`src/rtl/texture_select_ctrl_if.sv`:
```
// Texture change request channel: valid/ready handshake carrying a 2-bit texture index.
interface texture_select_ctrl_if;
    logic       req_valid;
    logic [1:0] req_texture;
    logic       req_ready;

    modport master (
        output req_valid,
        output req_texture,
        input  req_ready
    );

    modport slave (
        input  req_valid,
        input  req_texture,
        output req_ready
    );
endinterface

```
`src/rtl/texture_select_ctrl.sv`:
```
// Tear-free texture select: request or auto-cycle changes are committed only at the start of vertical blanking.
// Optional feature macro TEXTURE_SEL_STEP_EN adds a 'step' strobe that requests the next texture.
module texture_select_ctrl #(
    parameter int H_ACTIVE    = 640,
    parameter int V_ACTIVE    = 480,
    parameter int AUTO_FRAMES = 60,
    parameter int DEFAULT_TEX = 0
) (
    input  logic                  vga_clk,
    input  logic                  reset,
    input  logic [9:0]            DrawX,
    input  logic [9:0]            DrawY,
    texture_select_ctrl_if.slave  req,
    input  logic                  auto_en,
`ifdef TEXTURE_SEL_STEP_EN
    input  logic                  step,
`endif
    output logic [1:0]            texture,
    output logic                  tex_changed,
    output logic                  frame_tick
);

    generate
        if (AUTO_FRAMES < 1 || AUTO_FRAMES > 1023 ||
            H_ACTIVE < 1 || H_ACTIVE > 1024 ||
            V_ACTIVE < 1 || V_ACTIVE > 1023) begin : g_bad_param
            $error("texture_select_ctrl: parameter out of range");
        end
    endgenerate

    localparam logic [1:0] DEF_TEX   = 2'(DEFAULT_TEX);
    localparam logic [9:0] AUTO_LAST = 10'(AUTO_FRAMES - 1);
    localparam logic [9:0] BLANK_Y   = 10'(V_ACTIVE);

    typedef enum logic {
        IDLE,
        PENDING
    } state_t;

    state_t     state;
    logic [1:0] pend;
    logic [9:0] frame_cnt;
    logic       cond;
    logic       cond_q;
    logic       fb;

    // A stalled DrawX would hold cond high for many cycles; only its first cycle is a boundary.
    assign cond = (DrawX == 10'd0) && (DrawY == BLANK_Y);
    assign fb   = cond && !cond_q;

`ifdef TEXTURE_SEL_STEP_EN
    logic step_q;
    logic step_edge;

    assign step_edge = step && !step_q;

    always_ff @(posedge vga_clk) begin
        if (reset) begin
            step_q <= 1'b0;
        end else begin
            step_q <= step;
        end
    end
`endif

    always_ff @(posedge vga_clk) begin
        if (reset) begin
            state         <= IDLE;
            texture       <= DEF_TEX;
            pend          <= 2'd0;
            frame_cnt     <= 10'd0;
            cond_q        <= 1'b0;
            req.req_ready <= 1'b1;
            tex_changed   <= 1'b0;
            frame_tick    <= 1'b0;
        end else begin
            cond_q      <= cond;
            frame_tick  <= fb;
            tex_changed <= 1'b0;

            if (!auto_en) begin
                frame_cnt <= 10'd0;
            end

            case (state)
                IDLE: begin
                    if (auto_en && fb) begin
                        if (frame_cnt == AUTO_LAST) begin
                            texture     <= texture + 2'd1;
                            tex_changed <= 1'b1;
                            frame_cnt   <= 10'd0;
                        end else begin
                            frame_cnt <= frame_cnt + 10'd1;
                        end
                    end

                    // A request taken on the fb cycle waits for the following boundary.
                    if (req.req_valid && req.req_ready) begin
                        pend          <= req.req_texture;
                        state         <= PENDING;
                        req.req_ready <= 1'b0;
                    end
`ifdef TEXTURE_SEL_STEP_EN
                    else if (step_edge) begin
                        pend          <= texture + 2'd1;
                        state         <= PENDING;
                        req.req_ready <= 1'b0;
                    end
`endif
                end

                PENDING: begin
                    if (fb) begin
                        texture       <= pend;
                        tex_changed   <= 1'b1;
                        frame_cnt     <= 10'd0;
                        state         <= IDLE;
                        req.req_ready <= 1'b1;
                    end
                end

                default: begin
                    state         <= IDLE;
                    req.req_ready <= 1'b1;
                end
            endcase
        end
    end

endmodule

```
`src/flat_wrapper.sv`:
```
// flat-port wrapper written by rule: the top's interface ports become plain ports
module texture_select_ctrl_flat 
#(
    parameter int H_ACTIVE    = 640,
    parameter int V_ACTIVE    = 480,
    parameter int AUTO_FRAMES = 60,
    parameter int DEFAULT_TEX = 0
)
  (vga_clk, reset, DrawX, DrawY, auto_en, texture, tex_changed, frame_tick, req_req_valid, req_req_texture, req_req_ready);
  texture_select_ctrl_if req_i ();
  input  logic vga_clk;
  input  logic reset;
  input  logic [9:0] DrawX;
  input  logic [9:0] DrawY;
  input  logic auto_en;
  output logic [1:0] texture;
  output logic tex_changed;
  output logic frame_tick;
  input wire logic [$bits(req_i.req_valid)-1:0] req_req_valid;
  input wire logic [$bits(req_i.req_texture)-1:0] req_req_texture;
  output wire logic [$bits(req_i.req_ready)-1:0] req_req_ready;
  assign req_i.req_valid = req_req_valid;
  assign req_i.req_texture = req_req_texture;
  assign req_req_ready = req_i.req_ready;
  texture_select_ctrl #(.H_ACTIVE(H_ACTIVE), .V_ACTIVE(V_ACTIVE), .AUTO_FRAMES(AUTO_FRAMES), .DEFAULT_TEX(DEFAULT_TEX)) u_core (.vga_clk(vga_clk), .reset(reset), .DrawX(DrawX), .DrawY(DrawY), .req(req_i), .auto_en(auto_en), .texture(texture), .tex_changed(tex_changed), .frame_tick(frame_tick));
endmodule
```
`config.mk`:
```
export PLATFORM = sky130hd
export DESIGN_NAME = texture_select_ctrl_flat
export DESIGN_NICKNAME = d
export VERILOG_FILES = /design/src/rtl/texture_select_ctrl_if.sv /design/src/rtl/texture_select_ctrl.sv /design/src/flat_wrapper.sv
export SDC_FILE = /design/constraint.sdc
export NUM_CORES = 1
export LEC_CHECK = 0
export CAP_MARGIN = 20
export CORE_MARGIN = 1
export CORE_UTILIZATION = 50
export DETAILED_ROUTE_END_ITERATION = 10
export PLACE_DENSITY_LB_ADDON = 0.25
export SLEW_MARGIN = 10
export SYNTH_ARGS = -nofsm -noshare
export SYNTH_HDL_FRONTEND = slang
export SYNTH_SLANG_ARGS = --single-unit
```
`constraint.sdc`:
```
create_clock -name vga_clk -period 4.5 [get_ports vga_clk]
set_input_delay 0.675 -clock vga_clk [delete_from_list [all_inputs] [get_ports vga_clk]]
set_output_delay 0.675 -clock vga_clk [all_outputs]
set_load 0.005 [all_outputs]
```
==> impl_results.md, run 1 <==
* Status: finished clean
* Async SR Flop Fraction at 0%
* Setup bufs post-CTS at 0
* Largest net degree at the start of global routing at 15
* Final setup TNS at 0 ns
* Clock-pin slew on the worst setup and hold paths at 0.11 ns
* Vias in the first global route at 1,233
* Top-Level Pins at 31
* DR pass1 iterations at 4
* Final count of negative-setup-slack endpoints at 0
* WP data arrival at 3.10 ns
* Worst VDD drop at 179 uV
* DR WL/cell at 15.6 um
* CTS root buffer: clkbuf_4
* Critical path capture point type: flop
* Critical Path RT at 4.72 ns
* Routed wire length at 2.90 mm
* Post-synth EDFFs at 0
* Final setup skew at 0.00576 ns
* # H-tree levels at 1
* Max-slew violation count at 0
* Lkg Pwr at 0.461 nW
* Seq/Total Area, Yosys at 34.7%
* Post-DR vias/cell at 6.55
* Yosys top cell area share at 34.7%
* Clk_lat worst skew at 0.31 ns
* FMAX at 347 MHz
* Most frequent cell after synthesis: dfxtp_1
* Cell depth of the worst flop-to-flop path at 5
* Yosys top cell by area: dfxtp_1
* RSZ-0062 raised after global routing: false
* Die area at 0.00238 mm^2
* Min-Delay Path Class: flop to flop
* PortBufs at 30
* Synth unique cells at 42
* Critical setup path kind: input port to flop
* Final design utilization at 71.8%
* Most common library cells after synthesis: dfxtp_1 (19), nand2_1 (17), nand4_1 (10), clkbuf_1 (6), nor4_1 (6)
* Reg2reg setup slack at 1.71 ns
* R2R Path End: u_core.frame_cnt[8]
* Post-Syn Area at 0.00109 mm^2
* Critical Path Sink: u_core.texture[1]
* Slew @ Worst Pin at 0.918 ns
* #FFs+latches synth at 19
* Hold Buf Count CTS at 0
* Syn Nets at 158
* Power per cell area at 217 mW/mm^2
* Fillers at 155
* Antenna Nets Post-Route at 0
* Max-cap violations at 0
* Core area at 0.00200 mm^2
* Footprint of the multi-input gates at 676 um^2
* Area of all placed cells without fillers at 0.00144 mm^2
* CTS buffer count at 3
* FF+latch area at 380 um^2
* Clock sink total at 19
* Worst Path Max Fanout at 8
* Initial drt markers at 33
* DR vias at 1,219
* Avg Cell Area, Syn at 8.36 um^2
* Synth area leaders: dfxtp_1 (35%), nand2_1 (5.8%), nand4_1 (5.7%)
* Fin crit share at 64.0%
* Longest Clk Path Bufs at 2
* Starting Density at 54.7%
* Ys Warns at 0
* Initial antenna violation count at 0
* Top_reg_cell synth: dfxtp_1
* Slew margin rel. at 37.9%
* Antenna cells at 0
* Post-layout min period at 2.88 ns
* GPL Wtd Cong at 0.849
* Row cnt at 16
* Global-route wire length before repair at 5.26 mm
* Critical Path Start Type: input port
* Layout cells sized above 1 at 6.29%
* TritonCTS clock tree: yes
* GRT overflow at 0
* Die width at 48.8 um
* Cells after Synth at 131
* Fin Hold WS at 0.502 ns
* Critical path launch point: DrawX[5]
* Die H at 48.8 um
* GRT Resource Usage Total at 27.6%
* Post-CTS sizing at 0
* Area Growth Syn to Fin at 31.2%
* Placed inst area at 0.00141 mm^2
* Nets at 187
* Residual DRC at 0
* Worst hold stages at 2
* HPWL after DPL at 2.19 mm
* Reg2reg start: u_core.frame_cnt[0]
* Final Hold Vio Count at 0
==> report_power, final <==
group	leakage (nW)	total [mW]	switching [mW]	internal, mW
clock network	0.0177	0.0896	0.0563	0.0333
logic	0.289	0.0468	0.0188	0.0280
registers	0.154	0.175	0.00389	0.171
total	0.461	0.311	0.0790	0.232
==> final cells by class <==
class                   instances  share of cell area (%)
multi-input cells             102                    47.0
flip-flops and latches         19                    26.5
repair buffers                 31                    21.4
well taps                      27                    2.35
clock buffers                   3                    1.57
inverters                       3                   0.784
clock inverters                 1                   0.348
==> cell families after synthesis <==
logic type	synth area share (%)
flip-flops	34.7
AO/OA/AOI/OAI	20.2
buffers and inverters	3.54
AND/OR/NAND/NOR	38.5
adder cells (fa/ha/maj)	1.14
multiplexers	1.83
==> worst max-delay path, cell delays in order <==
cell             delay [ns]
clkdlybuf4s50_1        0.40
or4_4                  0.54
or4_1                  0.68
or4_4                  0.56
o32ai_1                0.24
==> registers in the layout, indices dropped and copies added (netlist names) <==
signal / cells
u_core.frame_cnt: 10
u_core.state: 1
u_core.frame_tick: 1
u_core.cond_q: 1
u_core.tex_changed: 1
u_core.pend: 2
u_core.texture: 2
u_core.req.req_ready: 1
==> per-stage QoR <==
step | setup WS (ns) | power [mW] | cells
2_1_floorplan | 1.80 | 0.196 | 131
3_3_place_gp | 1.32 | 0.223 | 182
3_5_place_dp | 1.30 | 0.225 | 182
4_1_cts | 1.63 | 0.312 | 186
5_1_grt | 1.52 | 0.325 | 186
6_report | 1.62 | 0.311 | 186
==> cells in the final DEF, fill, tap and decap left out, types with 4 or more instances in the layout <==
cell type	n
a21oi_1	4
clkdlybuf4s50_1	30
dfxtp_1	19
nand2_1	17
nand4_1	10
nor4_1	6
o22ai_1	5
==> metal layers <==
layer,GRT usage [%],part of all wire (%),vias up
li1,-,-,583
met1,34.9,44,563
met2,45.6,46,66
met3,4.36,8.7,7
met4,13.7,1.6,0
met5,0,0,-
==> how the worst min path moves through the flow <==
stage	from	to	slack (ns)
final	u_core.texture[1]	u_core.texture[1]	0.50
after global routing	u_core.frame_cnt[1]	u_core.frame_cnt[1]	0.54
after CTS	u_core.texture[1]	u_core.texture[1]	0.51
after detailed placement	u_core.texture[1]	u_core.texture[1]	0.49
after global placement	u_core.texture[1]	u_core.texture[1]	0.47
after floorplan	u_core.frame_cnt[4]	u_core.frame_cnt[4]	0.46
Power figures use the tool's default switching activity.
==> inputs of run 2 (changes only) <==
--- a/config.mk
+++ b/config.mk
@@ -7,7 +7,7 @@
 export LEC_CHECK = 0
 export CAP_MARGIN = 20
 export CORE_MARGIN = 1
-export CORE_UTILIZATION = 50
+export CORE_UTILIZATION = 47
 export DETAILED_ROUTE_END_ITERATION = 10
 export PLACE_DENSITY_LB_ADDON = 0.25
 export SLEW_MARGIN = 10
==> constraint.sdc (replaced) <==
create_clock -name vga_clk -period 2.73 [get_ports vga_clk]
set_input_delay 0.4095 -clock vga_clk [delete_from_list [all_inputs] [get_ports vga_clk]]
set_output_delay 0.4095 -clock vga_clk [all_outputs]
set_load 0.005 [all_outputs]
==> impl_results.md, run 2 (same netlist as run 1, synthesis figures left out) <==
* HPWL after DPL at 2.26 mm (+3.2%)
* Fin crit share at 91.9%
* Placed inst area at 0.00149 mm^2 (+5.4%)
* Setup bufs post-CTS at 0 (unchanged)
* P_sw at 0.131 mW (+66%)
* GPL Wtd Cong at 0.836 (-1.5%)
* Commonest non-fill, non-tap cells in the layout: clkdlybuf4s50_1 (30), dfxtp_1 (19), nand2_1 (17)
* Antenna cells at 0 (unchanged)
* FMAX at 399 MHz
* CTS root buffer: clkbuf_4
* CTS buffer count at 3 (unchanged)
* Row cnt at 17 (+1)
* Antenna Nets Post-Route at 0 (unchanged)
* Post-DR vias/cell at 6.12 (-6.6%)
* Longest Clk Path Bufs at 2 (unchanged)
* Largest Register: u_core.frame_cnt
* Cell Chain, Critical Path: clkdlybuf4s50_1, or4_4, or4_1, or4_4, a32o_1
* # H-tree levels at 1 (unchanged)
* Sw frac at 25.3% (-0.048 points)
* Max-cap violations at 0 (unchanged)
* Min-Delay Path Class: flop to flop
* Routed wire length at 2.96 mm (+2.2%)
* PortBufs at 30 (unchanged)
* Post-CTS sizing at 0 (unchanged)
* Die H at 50.3 um (+3.0%)
* Worst VDD drop at 255 uV (+42%)
* Residual DRC at 0 (unchanged)
* DR WL/cell at 15.0 um (-3.5%)
* Top-Level Pins at 31 (unchanged)
* Final count of negative-setup-slack endpoints at 0 (unchanged)
* Largest net degree at the start of global routing at 15 (unchanged)
* Clock power frac at 28.8% (about the same)
* Slowest cell on crit path: or4_1
* Initial drt markers at 55 (+67%)
* Critical path capture point type: flop
* WP data arrival at 2.72 ns (-0.38 ns)
* Clock-pin slew on the worst setup and hold paths at 0.12 ns (about the same)
* Max reg flops at 10 (unchanged)
* Cell Count, Final, Fillers Out at 197 (+5.9%)
* Hold Buf Count CTS at 0 (unchanged)
* Share of power burned in registers at 55.8% (-0.4 points)
* GRT Resource Usage Total at 25.0% (-2.7 points)
* Worst Path Max Fanout at 4 (-4)
* TritonCTS clock tree: yes
* Power Internal at 0.386 mW (+66%)
* Final design utilization at 68.4% (-3.4 points)
* Area of all placed cells without fillers at 0.00151 mm^2 (+5.3%)
* Area Growth Syn to Fin at 38.2%
* Largest regs: u_core.frame_cnt x10, u_core.pend x2, u_core.texture x2
* Worst path max stage delay at 0.61 ns (-0.07 ns)
* Clk_lat worst skew at 0.31 ns (about the same)
* Fin Hold WS at 0.496 ns (-0.00693 ns)
* RSZ-0062 raised after global routing: false
* Fillers at 186 (+20%)
* Die width at 50.3 um (+3.0%)
* Slew @ Worst Pin at 0.833 ns (-0.0853 ns)
* Max-slew violation count at 0 (unchanged)
* Vias in the first global route at 1,117 (-9.4%)
* Slew margin rel. at 43.7% (+5.8 points)
* Starting Density at 49.5% (-5.2 points)
* Initial antenna violation count at 0 (unchanged)
* Critical setup path kind: input port to flop
* Post-layout min period at 2.51 ns
* Combinational share of power at 15.4% (+0.4 points)
* Final setup skew at 0.00879 ns (+0.00303 ns)
* Status: finished clean
* Die area at 0.00253 mm^2 (+6.1%)
* Power per cell area at 341 mW/mm^2 (+58%)
* Core area at 0.00221 mm^2 (+10%)
* DR pass1 iterations at 4 (unchanged)
* Final Hold Vio Count at 0 (unchanged)
* Most common cell after layout, fill and taps aside: clkdlybuf4s50_1
* GRT overflow at 0 (unchanged)
* Layout cells sized above 1 at 11.8% (+5.5 points)
* Lkg Pwr at 0.510 nW (+11%)
* Global-route wire length before repair at 4.84 mm (-8.1%)
* DR vias at 1,206 (-1.1%)
* Most used cell, CP: or4_4
* Clock sink total at 19 (unchanged)
* Placed cells at 193 (+6.0%)
* Critical Path RT at 2.95 ns (-1.77 ns)
* Nets at 197 (+5.3%)
* Critical Path Start Type: input port
[run 2: cell count changes in the layout (fill, tap and decap cells not counted), sizes merged]
cell / previous run / this run
buf: 1 / 11
[run 2: path summary, 6_finish.rpt]
kind                            start             endpoint  slack [ns]  cells past startpoint
setup / recovery             DrawX[5]    u_core.texture[0]        0.22                      5
hold / removal      u_core.texture[1]    u_core.texture[1]        0.50                      2
setup reg to reg  u_core.frame_cnt[0]  u_core.frame_cnt[0]        0.50                      6
hold reg to reg     u_core.texture[1]    u_core.texture[1]        0.50                      2
[run 2: critical path, delay by kind of cell]
| kind | cells | cell delay [ns] |
|---|---|---|
| and+or+nand+nor | 3 | 1.69 |
| AOI/OAI and AO/OA | 1 | 0.23 |
| buffers and inverters | 1 | 0.39 |
[run 2: power groups by stage]
stage	clock [mW]	sequential [mW]	combinational, mW
floorplan	0	0.290	0.0324
global placement	0	0.294	0.0776
detailed placement	0	0.294	0.0795
CTS	0.149	0.288	0.0802
global route	0.157	0.289	0.0869
finish	0.148	0.288	0.0797
[run 2: layer usage]
metal | vias up | GRT usage (%) | routed length [um]
met1 | 540 | 29.0 | 1280
met2 | 64 | 43.3 | 1370
li1 | 597 | - | -
met3 | 5 | 4.85 | 284
met4 | 0 | 11.9 | 34
met5 | - | 0 | 0
[run 2: layout make-up]
class	count	area (um^2)	area share [%]
multi-input combinational	102	676	44.7
inverter	3	11.3	0.744
clock buffer	3	22.5	1.49
tap	28	35.0	2.32
timing repair buffer	41	383	25.3
clock inverter	1	5.00	0.331
sequential	19	380	25.1
[run 2: per-stage QoR]
stage / TNS [ns] / worst slack (ns) / power [mW]
finish: 0 / 0.221 / 0.516
global route: 0 / 0.173 / 0.533
CTS: 0 / 0.221 / 0.517
detailed placement: -0.220 / -0.119 / 0.374
global placement: -0.144 / -0.0883 / 0.372
floorplan: 0 / 0.299 / 0.323
==> inputs of run 3 (changes only) <==
--- a/config.mk
+++ b/config.mk
@@ -5,7 +5,9 @@
 export SDC_FILE = /design/constraint.sdc
 export NUM_CORES = 1
 export LEC_CHECK = 0
+export ABC_AREA = 0
 export CAP_MARGIN = 20
+export CORE_ASPECT_RATIO = 1.1
 export CORE_MARGIN = 1
 export CORE_UTILIZATION = 47
 export DETAILED_ROUTE_END_ITERATION = 10
==> impl_results.md, run 3 (same netlist as run 1, synthesis figures left out) <==
* Status: finished clean
* Critical Path Start Type: input port
* Initial antenna violation count at 0 (unchanged)
* Nets at 199 (+1.0%)
* Max-slew violation count at 0 (unchanged)
* Worst Path Max Fanout at 7 (+3)
* Antenna cells at 0 (unchanged)
* Area Growth Syn to Fin at 39.5%
* Global-route met2 utilization at 47.1% (+3.7 points)
* GPL Wtd Cong at 0.832 (-0.53%)
* Worst setup margin at 0.245 ns (+0.0237 ns)
* Final setup TNS at 0 ns (unchanged)
* TritonCTS clock tree: yes
* Largest net degree at the start of global routing at 15 (unchanged)
* Power per cell area at 338 mW/mm^2 (-0.93%)
* Die area at 0.00253 mm^2 (about the same)
* Max reg flops at 10 (unchanged)
* Slew margin rel. at 45.4% (+1.7 points)
* Longest Clk Path Bufs at 2 (unchanged)
* DR WL/cell at 15.0 um (-0.47%)
* Critical path capture point type: flop
* Worst VDD drop at 345 uV (+35%)
* Post-layout min period at 2.48 ns (-0.0237 ns)
* Critical setup path kind: input port to flop
* FF+latch area at 380 um^2 (unchanged)
* Commonest non-fill, non-tap cells in the layout: clkdlybuf4s50_1 (30), dfxtp_1 (19), nand2_1 (17)
* Fillers at 174 (-6.5%)
* Top-Level Pins at 31 (unchanged)
* RSZ-0062 raised after global routing: false
* CTS root buffer: clkbuf_4
* Post-CTS sizing at 0 (unchanged)
* FMAX at 402 MHz (+0.96%)
* Global-route wire length before repair at 4.70 mm (-2.9%)
* Final design utilization at 72.5% (+4.2 points)
* Largest regs: u_core.frame_cnt x10, u_core.pend x2, u_core.texture x2
* Largest Register: u_core.frame_cnt
* Routed wire length at 2.98 mm (+0.54%)
* Footprint of the multi-input gates at 676 um^2 (unchanged)
* Die H at 52.6 um (+4.7%)
* GRT overflow at 0 (unchanged)
* Vias in the first global route at 1,123 (+0.54%)
* Met1 Use GR at 31.8% (+2.8 points)
* Max-cap violations at 0 (unchanged)
* Dpl ws at -0.0874 ns (+0.0316 ns)
* Met3 Use GR at 2.07% (-2.8 points)
* Die width at 48.0 um (-4.5%)
* CTS buffer count at 3 (unchanged)
* Residual DRC at 0 (unchanged)
* Slowest cell on crit path: or4_1
* Layout cells sized above 1 at 12.9% (+1.0 points)
* Clock-pin slew on the worst setup and hold paths at 0.11 ns (about the same)
* # H-tree levels at 1 (unchanged)
* Final count of negative-setup-slack endpoints at 0 (unchanged)
* PortBufs at 30 (unchanged)
* Setup bufs post-CTS at 0 (unchanged)
* HPWL after DPL at 2.27 mm (+0.32%)
* Clock sink total at 19 (unchanged)
* DR pass1 iterations at 4 (unchanged)
* Lkg Pwr at 0.520 nW (+2.0%)
* Antenna Nets Post-Route at 0 (unchanged)
* DR vias at 1,226 (+1.7%)
* GRT Resource Usage Total at 26.6% (+1.7 points)
* Clk_lat worst skew at 0.31 ns (about the same)
* Tot Pwr at 0.517 mW (about the same)
* Worst path max stage delay at 0.57 ns (-0.04 ns)
* Final Hold Vio Count at 0 (unchanged)
* Cell Chain, Critical Path: clkdlybuf4s50_1, or4_4, or4_1, buf_4, a2111oi_0, o32ai_1
* Fin crit share at 91.0% (-0.87 points)
* Slew @ Worst Pin at 0.808 ns (-0.0247 ns)
* Starting Density at 52.0% (+2.5 points)
* Placed cells at 195 (+1.0%)
* WP data arrival at 2.67 ns (-0.05 ns)
* Core area at 0.00211 mm^2 (-4.8%)
* Most common cell after layout, fill and taps aside: clkdlybuf4s50_1
* Post-DR vias/cell at 6.16 (+0.64%)
* Row cnt at 17 (unchanged)
* Hold Buf Count CTS at 0 (unchanged)
* Global routing's busiest layer: met2
* Final setup skew at 0.00761 ns (-0.00118 ns)
* Critical Path RT at 2.92 ns (-0.03 ns)
* Initial drt markers at 30 (-45%)
* Cell Count, Final, Fillers Out at 199 (+1.0%)
* Min-Delay Path Class: flop to flop
==> run 3: final timing paths <==
kind	from	to	slack, ns	depth (start not counted)
max	DrawX[5]	u_core.texture[1]	0.25	6
min	u_core.texture[1]	u_core.texture[1]	0.50	2
max reg2reg	u_core.frame_cnt[0]	u_core.texture[0]	0.58	6
min reg2reg	u_core.texture[1]	u_core.texture[1]	0.50	2
==> run 3: final cells by class <==
| type | count | share of cell area [%] |
|---|---|---|
| inverters | 3 | 0.737 |
| multi-input cells | 102 | 44.2 |
| clock buffers | 3 | 1.47 |
| repair buffers | 43 | 26.0 |
| well taps | 28 | 2.29 |
| clock inverters | 1 | 0.328 |
| flip-flops and latches | 19 | 24.9 |
==> run 3: stage by stage <==
stage	hold WS (ns)	instance area (um^2)
final	0.496	1530
after floorplan	0.460	1090
after CTS	0.490	1530
after global placement	0.467	1500
after global routing	0.527	1530
after detailed placement	0.476	1500
==> run 3: power by group <==
part | switching (mW) | internal (mW)
registers | 0.00638 | 0.282
logic | 0.0317 | 0.0499
clock network | 0.0920 | 0.0548
total | 0.130 | 0.386
==> run 3: critical path, delay by kind of cell <==
family          cells  cell delay (ns)
compound gates      2             0.56
simple gates        2             1.11
buf+inv             2             0.59
==> run 3: routing by layer <==
layer	routed length [um]	up-vias	part of all wire, %
met5	0	-	0
met4	49	0	1.6
met3	174	7	5.8
met2	1410	53	47
met1	1340	556	45
li1	-	610	-
